### config.mk
export PLATFORM = sky130hd
export DESIGN_NAME = terrain_probe_sequencer
export DESIGN_NICKNAME = d
export VERILOG_FILES = /design/src/rtl/terrain_probe_sequencer.sv
export SDC_FILE = /design/constraint.sdc
export NUM_CORES = 1
export LEC_CHECK = 0
export ABC_AREA = 0
export CAP_MARGIN = 0
export CORE_ASPECT_RATIO = 1.4
export CORE_MARGIN = 4
export CORE_UTILIZATION = 45
export CTS_BUF_LIST = sky130_fd_sc_hd__clkbuf_2
export CTS_CLUSTER_SIZE = 40
export DETAILED_ROUTE_END_ITERATION = 10
export GPL_TIMING_DRIVEN = 0
export PLACE_DENSITY = 0.77
export SYNTH_ARGS = -nofsm -noshare
export SYNTH_HDL_FRONTEND = slang
export SYNTH_SLANG_ARGS = --single-unit
### constraint.sdc
create_clock -name clk_in -period 5.55 [get_ports clk_in]
set_input_delay 1.3875 -clock clk_in [delete_from_list [all_inputs] [get_ports clk_in]]
set_output_delay 1.3875 -clock clk_in [all_outputs]
set_load 0.02 [all_outputs]
### src/rtl/terrain_probe_sequencer.sv
// Five-point terrain probe around the ball through a shared single-port map BRAM,
// with an auxiliary reader served whenever the probe issue slots are not in use.
module terrain_probe_sequencer #(
  parameter int         WIDTH        = 128,
  parameter int         HEIGHT       = 128,
  parameter int         BALL_RADIUS  = 2,
  parameter int         READ_LATENCY = 2,
  parameter logic [1:0] WALL_CODE    = 2'd1,
  parameter logic [1:0] HOLE_CODE    = 2'd2
) (
  input  logic        clk_in,
  input  logic        rst_n_in,
  input  logic        start_in,
  input  logic [15:0] pos_x_in,
  input  logic [15:0] pos_y_in,
  input  logic        aux_req_in,
  input  logic [15:0] aux_addr_in,
  output logic        aux_grant_out,
  output logic        aux_valid_out,
  output logic [1:0]  aux_data_out,
  output logic [15:0] bram_addr_out,
  input  logic [1:0]  bram_data_in,
  output logic        busy_out,
  output logic        done_out,
  output logic [1:0]  terrain_c_out,
  output logic [1:0]  terrain_r_out,
  output logic [1:0]  terrain_l_out,
  output logic [1:0]  terrain_u_out,
  output logic [1:0]  terrain_d_out,
  output logic        wall_r_out,
  output logic        wall_l_out,
  output logic        wall_u_out,
  output logic        wall_d_out,
  output logic        in_hole_out
);
  localparam int NPROBE = 5;
  localparam logic signed [9:0] W_S = 10'(WIDTH);
  localparam logic signed [9:0] H_S = 10'(HEIGHT);
  localparam logic signed [9:0] RAD = 10'(BALL_RADIUS);

  typedef enum logic [1:0] {IDLE, ISSUE, DRAIN, DONE} state_t;

  // Probe k order: C, R, L, U, D. Returns {px, py} as signed 10-bit.
  function automatic logic [19:0] probe_xy(input logic [7:0] x, input logic [7:0] y,
                                           input logic [2:0] k);
    logic signed [9:0] px, py;
    px = signed'({2'b00, x});
    py = signed'({2'b00, y});
    case (k)
      3'd1:    px = px + RAD;
      3'd2:    px = px - RAD;
      3'd3:    py = py - RAD;
      3'd4:    py = py + RAD;
      default: ;
    endcase
    return {px, py};
  endfunction

  function automatic logic is_oob(input logic [19:0] xy);
    logic signed [9:0] px, py;
    px = signed'(xy[19:10]);
    py = signed'(xy[9:0]);
    return (px < 10'sd0) || (px >= W_S) || (py < 10'sd0) || (py >= H_S);
  endfunction

  function automatic logic [15:0] clamp_addr(input logic [19:0] xy);
    logic signed [9:0] px, py;
    logic [9:0] cx, cy;
    px = signed'(xy[19:10]);
    py = signed'(xy[9:0]);
    cx = (px < 10'sd0) ? 10'd0 : (px >= W_S) ? unsigned'(W_S - 10'sd1) : unsigned'(px);
    cy = (py < 10'sd0) ? 10'd0 : (py >= H_S) ? unsigned'(H_S - 10'sd1) : unsigned'(py);
    return 16'(32'(cy) * 32'(WIDTH) + 32'(cx));
  endfunction

  state_t                  state;
  logic [2:0]              idx;
  logic [7:0]              dcnt;
  logic [7:0]              xi, yi;
  logic [NPROBE-1:0]       oob_q, start_oob;
  logic [NPROBE-1:0][1:0]  res_q, res_nxt, pub_term, term_q;
  logic [3:0]              wall_q;
  logic                    hole_q, busy_q, done_q, issue;
  logic [READ_LATENCY:1]   probe_vld_pipe, aux_vld_pipe;
  logic [READ_LATENCY:1][2:0] probe_idx_pipe;
  logic                    unused_ok;

  assign issue         = (state == ISSUE);
  assign aux_grant_out = aux_req_in && !issue;
  assign bram_addr_out = aux_grant_out ? aux_addr_in :
                         issue         ? clamp_addr(probe_xy(xi, yi, idx)) : 16'd0;
  assign aux_valid_out = aux_vld_pipe[READ_LATENCY];
  assign aux_data_out  = aux_vld_pipe[READ_LATENCY] ? bram_data_in : 2'd0;
  assign unused_ok     = ^{pos_x_in[7:0], pos_y_in[7:0]};

  always_comb begin
    for (int k = 0; k < NPROBE; k++)
      start_oob[k] = is_oob(probe_xy(pos_x_in[15:8], pos_y_in[15:8], 3'(k)));
  end

  // Merge the returning read so the last probe can publish on the same edge it lands.
  always_comb begin
    res_nxt = res_q;
    if (probe_vld_pipe[READ_LATENCY] && probe_idx_pipe[READ_LATENCY] < 3'd5)
      res_nxt[probe_idx_pipe[READ_LATENCY]] = bram_data_in;
    for (int k = 0; k < NPROBE; k++)
      pub_term[k] = oob_q[k] ? WALL_CODE : res_nxt[k];
  end

  always_ff @(posedge clk_in or negedge rst_n_in) begin
    if (!rst_n_in) begin
      state          <= IDLE;
      idx            <= '0;
      dcnt           <= '0;
      xi             <= '0;
      yi             <= '0;
      oob_q          <= '0;
      res_q          <= '0;
      term_q         <= '0;
      wall_q         <= '0;
      hole_q         <= 1'b0;
      busy_q         <= 1'b0;
      done_q         <= 1'b0;
      probe_vld_pipe <= '0;
      probe_idx_pipe <= '0;
      aux_vld_pipe   <= '0;
    end else begin
      res_q             <= res_nxt;
      probe_vld_pipe[1] <= issue;
      probe_idx_pipe[1] <= idx;
      aux_vld_pipe[1]   <= aux_grant_out;
      for (int i = 2; i <= READ_LATENCY; i++) begin
        probe_vld_pipe[i] <= probe_vld_pipe[i-1];
        probe_idx_pipe[i] <= probe_idx_pipe[i-1];
        aux_vld_pipe[i]   <= aux_vld_pipe[i-1];
      end
      case (state)
        IDLE: if (start_in) begin
          xi     <= pos_x_in[15:8];
          yi     <= pos_y_in[15:8];
          oob_q  <= start_oob;
          idx    <= '0;
          busy_q <= 1'b1;
          state  <= ISSUE;
        end
        ISSUE: begin
          idx <= idx + 3'd1;
          if (idx == 3'(NPROBE - 1)) begin
            dcnt  <= '0;
            state <= DRAIN;
          end
        end
        DRAIN: begin
          dcnt <= dcnt + 8'd1;
          if (dcnt == 8'(READ_LATENCY - 1)) begin
            term_q <= pub_term;
            wall_q <= {pub_term[4] == WALL_CODE, pub_term[3] == WALL_CODE,
                       pub_term[2] == WALL_CODE, pub_term[1] == WALL_CODE};
            hole_q <= (pub_term[0] == HOLE_CODE);
            done_q <= 1'b1;
            state  <= DONE;
          end
        end
        DONE: begin
          done_q <= 1'b0;
          busy_q <= 1'b0;
          state  <= IDLE;
        end
        default: state <= IDLE;
      endcase
    end
  end

  assign busy_out      = busy_q;
  assign done_out      = done_q;
  assign terrain_c_out = term_q[0];
  assign terrain_r_out = term_q[1];
  assign terrain_l_out = term_q[2];
  assign terrain_u_out = term_q[3];
  assign terrain_d_out = term_q[4];
  assign wall_r_out    = wall_q[0];
  assign wall_l_out    = wall_q[1];
  assign wall_u_out    = wall_q[2];
  assign wall_d_out    = wall_q[3];
  assign in_hole_out   = hole_q;
endmodule

==> parameters.txt <==
Parameter                              Value

Critical path
  Slowest stage cell on the critical path ... clkdlybuf4s50_1
  Largest incremental delay on the critical path ... 630 ps
  Total stage count of the critical path ... 11
  Cell-by-cell trace of the critical path ... inv_1, ha_1, mux2i_2, or4_1, buf_2, o31a_2, and2_4, a21oi_1, fa_1, o21ai_0, clkdlybuf4s50_1
  Number of cells on the worst reg-to-reg path ... 8
  Reg-to-reg critical path startpoint ... idx[0]$_DFFE_PN0P_
  Crit Reg-Reg Endpoint ... dcnt[5]$_DFFE_PN0P_
  FF-to-FF setup slack ... 3260 ps
  Startpoint Class ... flip-flop
  Category of the worst setup path capture point ... output pin
  Worst Path Required ... 4160 ps
  Worst path buffer plus inverter count ... 3
  Data arrival time of the worst path ... 3900 ps
  Start-to-end type of the worst setup path ... flip-flop to output pin
  Maximum net fanout on the critical path ... 9
  Launch point of the worst path ... idx[0]$_DFFE_PN0P_
  Capture point of the critical path ... bram_addr_out[8]
  Worst path top cell family by delay ... buffers and inverters

Yosys
  Number of flops mapped to enable cells by yosys ... 0
  Share of Yosys cell area claimed by the top area cell type ... 0.4230
  Most used DFF post-synth ... dfrtp_1
  Sequential area share after synthesis ... 0.4230
  Share of synthesized registers carrying an async set or reset ... 1.000
  Netlist Area Pre-Place ... 4200 um^2
  Biggest area contributors in the synthesized netlist ... dfrtp_1 (42%), mux2_2 (7.0%), ha_1 (5.7%)
  Cell accounting for the most synthesized area ... dfrtp_1
  Number of unique standard cell types used by synthesis ... 69
  Cell count after synthesis ... 448
  Count of warnings emitted by yosys ... 0
  Flip-flop and latch count after synthesis ... 71
  Syn_area_per_cell ... 9.376 um^2

Place
  # port buffers ... 74
  Placed standard-cell area ... 5076 um^2
  Sum of net half-perimeters after detailed placement ... 7736 um
  RePlAce Congestion ... 0.9115

STA
  Unrepaired setup endpoints after global routing ... true
  Period minus WS final ... 5287 ps
  Hold Fails Final Rpt ... 0
  Ratio of final minimum period to clock period ... 0.9527
  Count of final setup violators ... 0
  Relative max-transition margin ... 0.4143
  Fin Hold WS ... 379.3 ps
  Final-report max-slew violation count ... 0
  Highest Clock Rate ... 189.1 MHz
  Slew @ Worst Pin ... 878.5 ps
  Worst Clk Skew ... 13.79 ps

Clock network
  Clock latency on the worst-skew pair ... 520 ps
  Maximum count of clock buffers along a single path ... 2
  H-tree levels ... 3
  Clock tree from TritonCTS ... done
  Hold bufs inserted after CTS ... 0
  Clock-pin slew on the worst setup and hold paths ... 200 ps
  Post-CTS repair timing setup buffer count ... 0
  Clk sinks ... 71
  Number of buffers created by CTS ... 9
  CTS root buffer ... clkbuf_2

Power
  Net switching component of the power ... 1.293 mW
  Switching Fraction ... 0.4529
  Sequential group share of total power ... 0.319
  Maximum vdd ir drop ... 0.2832 mV
  Combinational share of power ... 0.595
  Internal portion of total power ... 1.562 mW
  Leakage Power ... 2.241 nW
  Clock Power Share ... 0.086
  Power density normalized to cell area ... 551.5 nW/um^2

Routing
  Detailed Route WL ... 10030 um
  Average routed wire per standard cell ... 15.52 um
  Iteration-0 DRC Markers ... 166
  Average via count per standard cell ... 5.655
  Routed Antenna Nets ... 0
  Vias ... 3653
  Residual DRC count ... 0
  First drt pass iteration count ... 4

GRT
  Largest net degree at the start of global routing ... 72
  Via count of the first global-routing pass ... 3760
  Wire length of the first global-routing pass ... 17130 um
  GR Util All Layers ... 0.1970
  Antenna violations before repair ... 0
  Global-route congestion overflow total ... 0

Cells and area
  Most common cell after layout, fill and taps aside ... clkdlybuf4s50_1
  Flip-flop and latch area ... 1778 um^2
  Top library cells by usage in the layout, fill and taps aside ... clkdlybuf4s50_1 (72), dfrtp_1 (70), nand2_1 (60), o21ai_0 (43), nor2_1 (28)
  Layout net count ... 608
  Layout filler cell count ... 812
  Area occupied by multi-input gates ... 2243 um^2
  Final Cell Area ... 5177 um^2
  Fraction of final layout cells sized beyond drive strength 1 ... 0.1224
  Diodes inserted ... 0
  Synth-to-layout area growth ... 23.26%

Floorplanning
  Die Span Y ... 122.3 um
  Boundary pin count ... 91
  Effective utilization at floorplan ... 0.4626
  Number of placement rows ... 41
  Die Span X ... 89.65 um
  Die ar. ... 10970 um^2
  CORE AREA ... 9080 um^2

Status
  Outcome ... completed

Job
  MaxCap Viol Count ... 0

Hold path
  Cell count of the worst hold path ... 0
  Hold Path Class ... flip-flop to flip-flop
Yosys cell counts (all sizes together) (5+ instances only):
cell / n
a21oi: 16
nand4: 6
nand3: 10
and2: 8
o31ai: 7
o21ai: 43
ha: 19
nor2: 28
nand2: 60
nor3: 7
dfrtp: 71
inv: 26
xor2: 5
clkbuf: 13
nor2b: 5
mux2: 26
buf: 5
mux2i: 5
o211ai: 5
cell type report:
type / count / share of cell area
multi-input cells: 334 / 0.4333
flip-flops and latches: 71 / 0.3434
repair buffers: 74 / 0.1431
well taps: 107 / 0.02586
plain buffers: 18 / 0.01885
inverters: 26 / 0.01885
clock buffers: 10 / 0.009666
clock inverters: 6 / 0.007008
registers in the layout (all words and copies together) (netlist names), 2 cells and up:
signal / count
oob_q: 5
probe_idx_pipe: 6
yi: 8
probe_vld_pipe: 2
aux_vld_pipe: 2
state: 2
xi: 8
terrain_l_out: 2
wall_q: 4
terrain_c_out: 2
dcnt: 8
terrain_r_out: 2
terrain_u_out: 2
terrain_d_out: 2
res_q: 10
idx: 3
stage by stage:
step           power, mW  instances  TNS [ps]  worst slack, ps  utilization
3_5_place_dp       2.607        630         0            583.1       0.5590
5_1_grt            3.117        646    -23.33           -23.33       0.5702
4_1_cts            2.860        646         0            102.6       0.5687
6_report           2.855        646         0            262.6       0.5702
3_3_place_gp       2.548        630         0            590.7       0.5593
2_1_floorplan      2.027        449         0             1307            -
cells by family (layout without fill, tap and decap cells):
logic type,count (synthesis),after routing,share of synthesized area
AOI/OAI and AO/OA,117,117,0.1835
DFF,71,71,0.4230
muxes,31,31,0.08251
buffers and inverters,44,134,0.04587
and+or+nand+nor,155,155,0.1853
other,2,3,0.001788
adders and majority gates,20,20,0.06136
xor gates and xnor gates,8,8,0.01668
power groups by stage:
stage,Combinational [mW],Sequential [mW],Clock (mW)
2_1_floorplan,1.08,0.949,0
3_3_place_gp,1.64,0.909,0
3_5_place_dp,1.68,0.926,0
4_1_cts,1.69,0.912,0.253
5_1_grt,1.90,0.946,0.276
6_report,1.70,0.912,0.245
layer usage:
metal  track usage  wire [um]  vias up  share of wire
li1              -          -     1785              -
met2        0.3342       5120      110           0.51
met5             0          0        -              0
met4       0.08194        281        0          0.028
met3       0.04030        467       22          0.047
met1        0.2385       4157     1736           0.41
timing repair:
item                                    CTS  global route
gates resized for setup                   1             6
cloned                                    0             0
endpoints found under the setup margin    1             2
how the worst min path moves through the flow:
stage	from	end	slack, ps
after global placement	probe_idx_pipe[0]$_DFF_PN0_	probe_idx_pipe[3]$_DFF_PN0_	330
after detailed placement	probe_idx_pipe[2]$_DFF_PN0_	probe_idx_pipe[5]$_DFF_PN0_	340
after CTS	probe_idx_pipe[2]$_DFF_PN0_	probe_idx_pipe[5]$_DFF_PN0_	380
after global routing	probe_idx_pipe[0]$_DFF_PN0_	probe_idx_pipe[3]$_DFF_PN0_	370
final	probe_idx_pipe[0]$_DFF_PN0_	probe_idx_pipe[3]$_DFF_PN0_	380
after floorplan	aux_vld_pipe[1]$_DFF_PN0_	aux_vld_pipe[2]$_DFF_PN0_	330
Note: power is estimated with default switching activity, not from simulation.
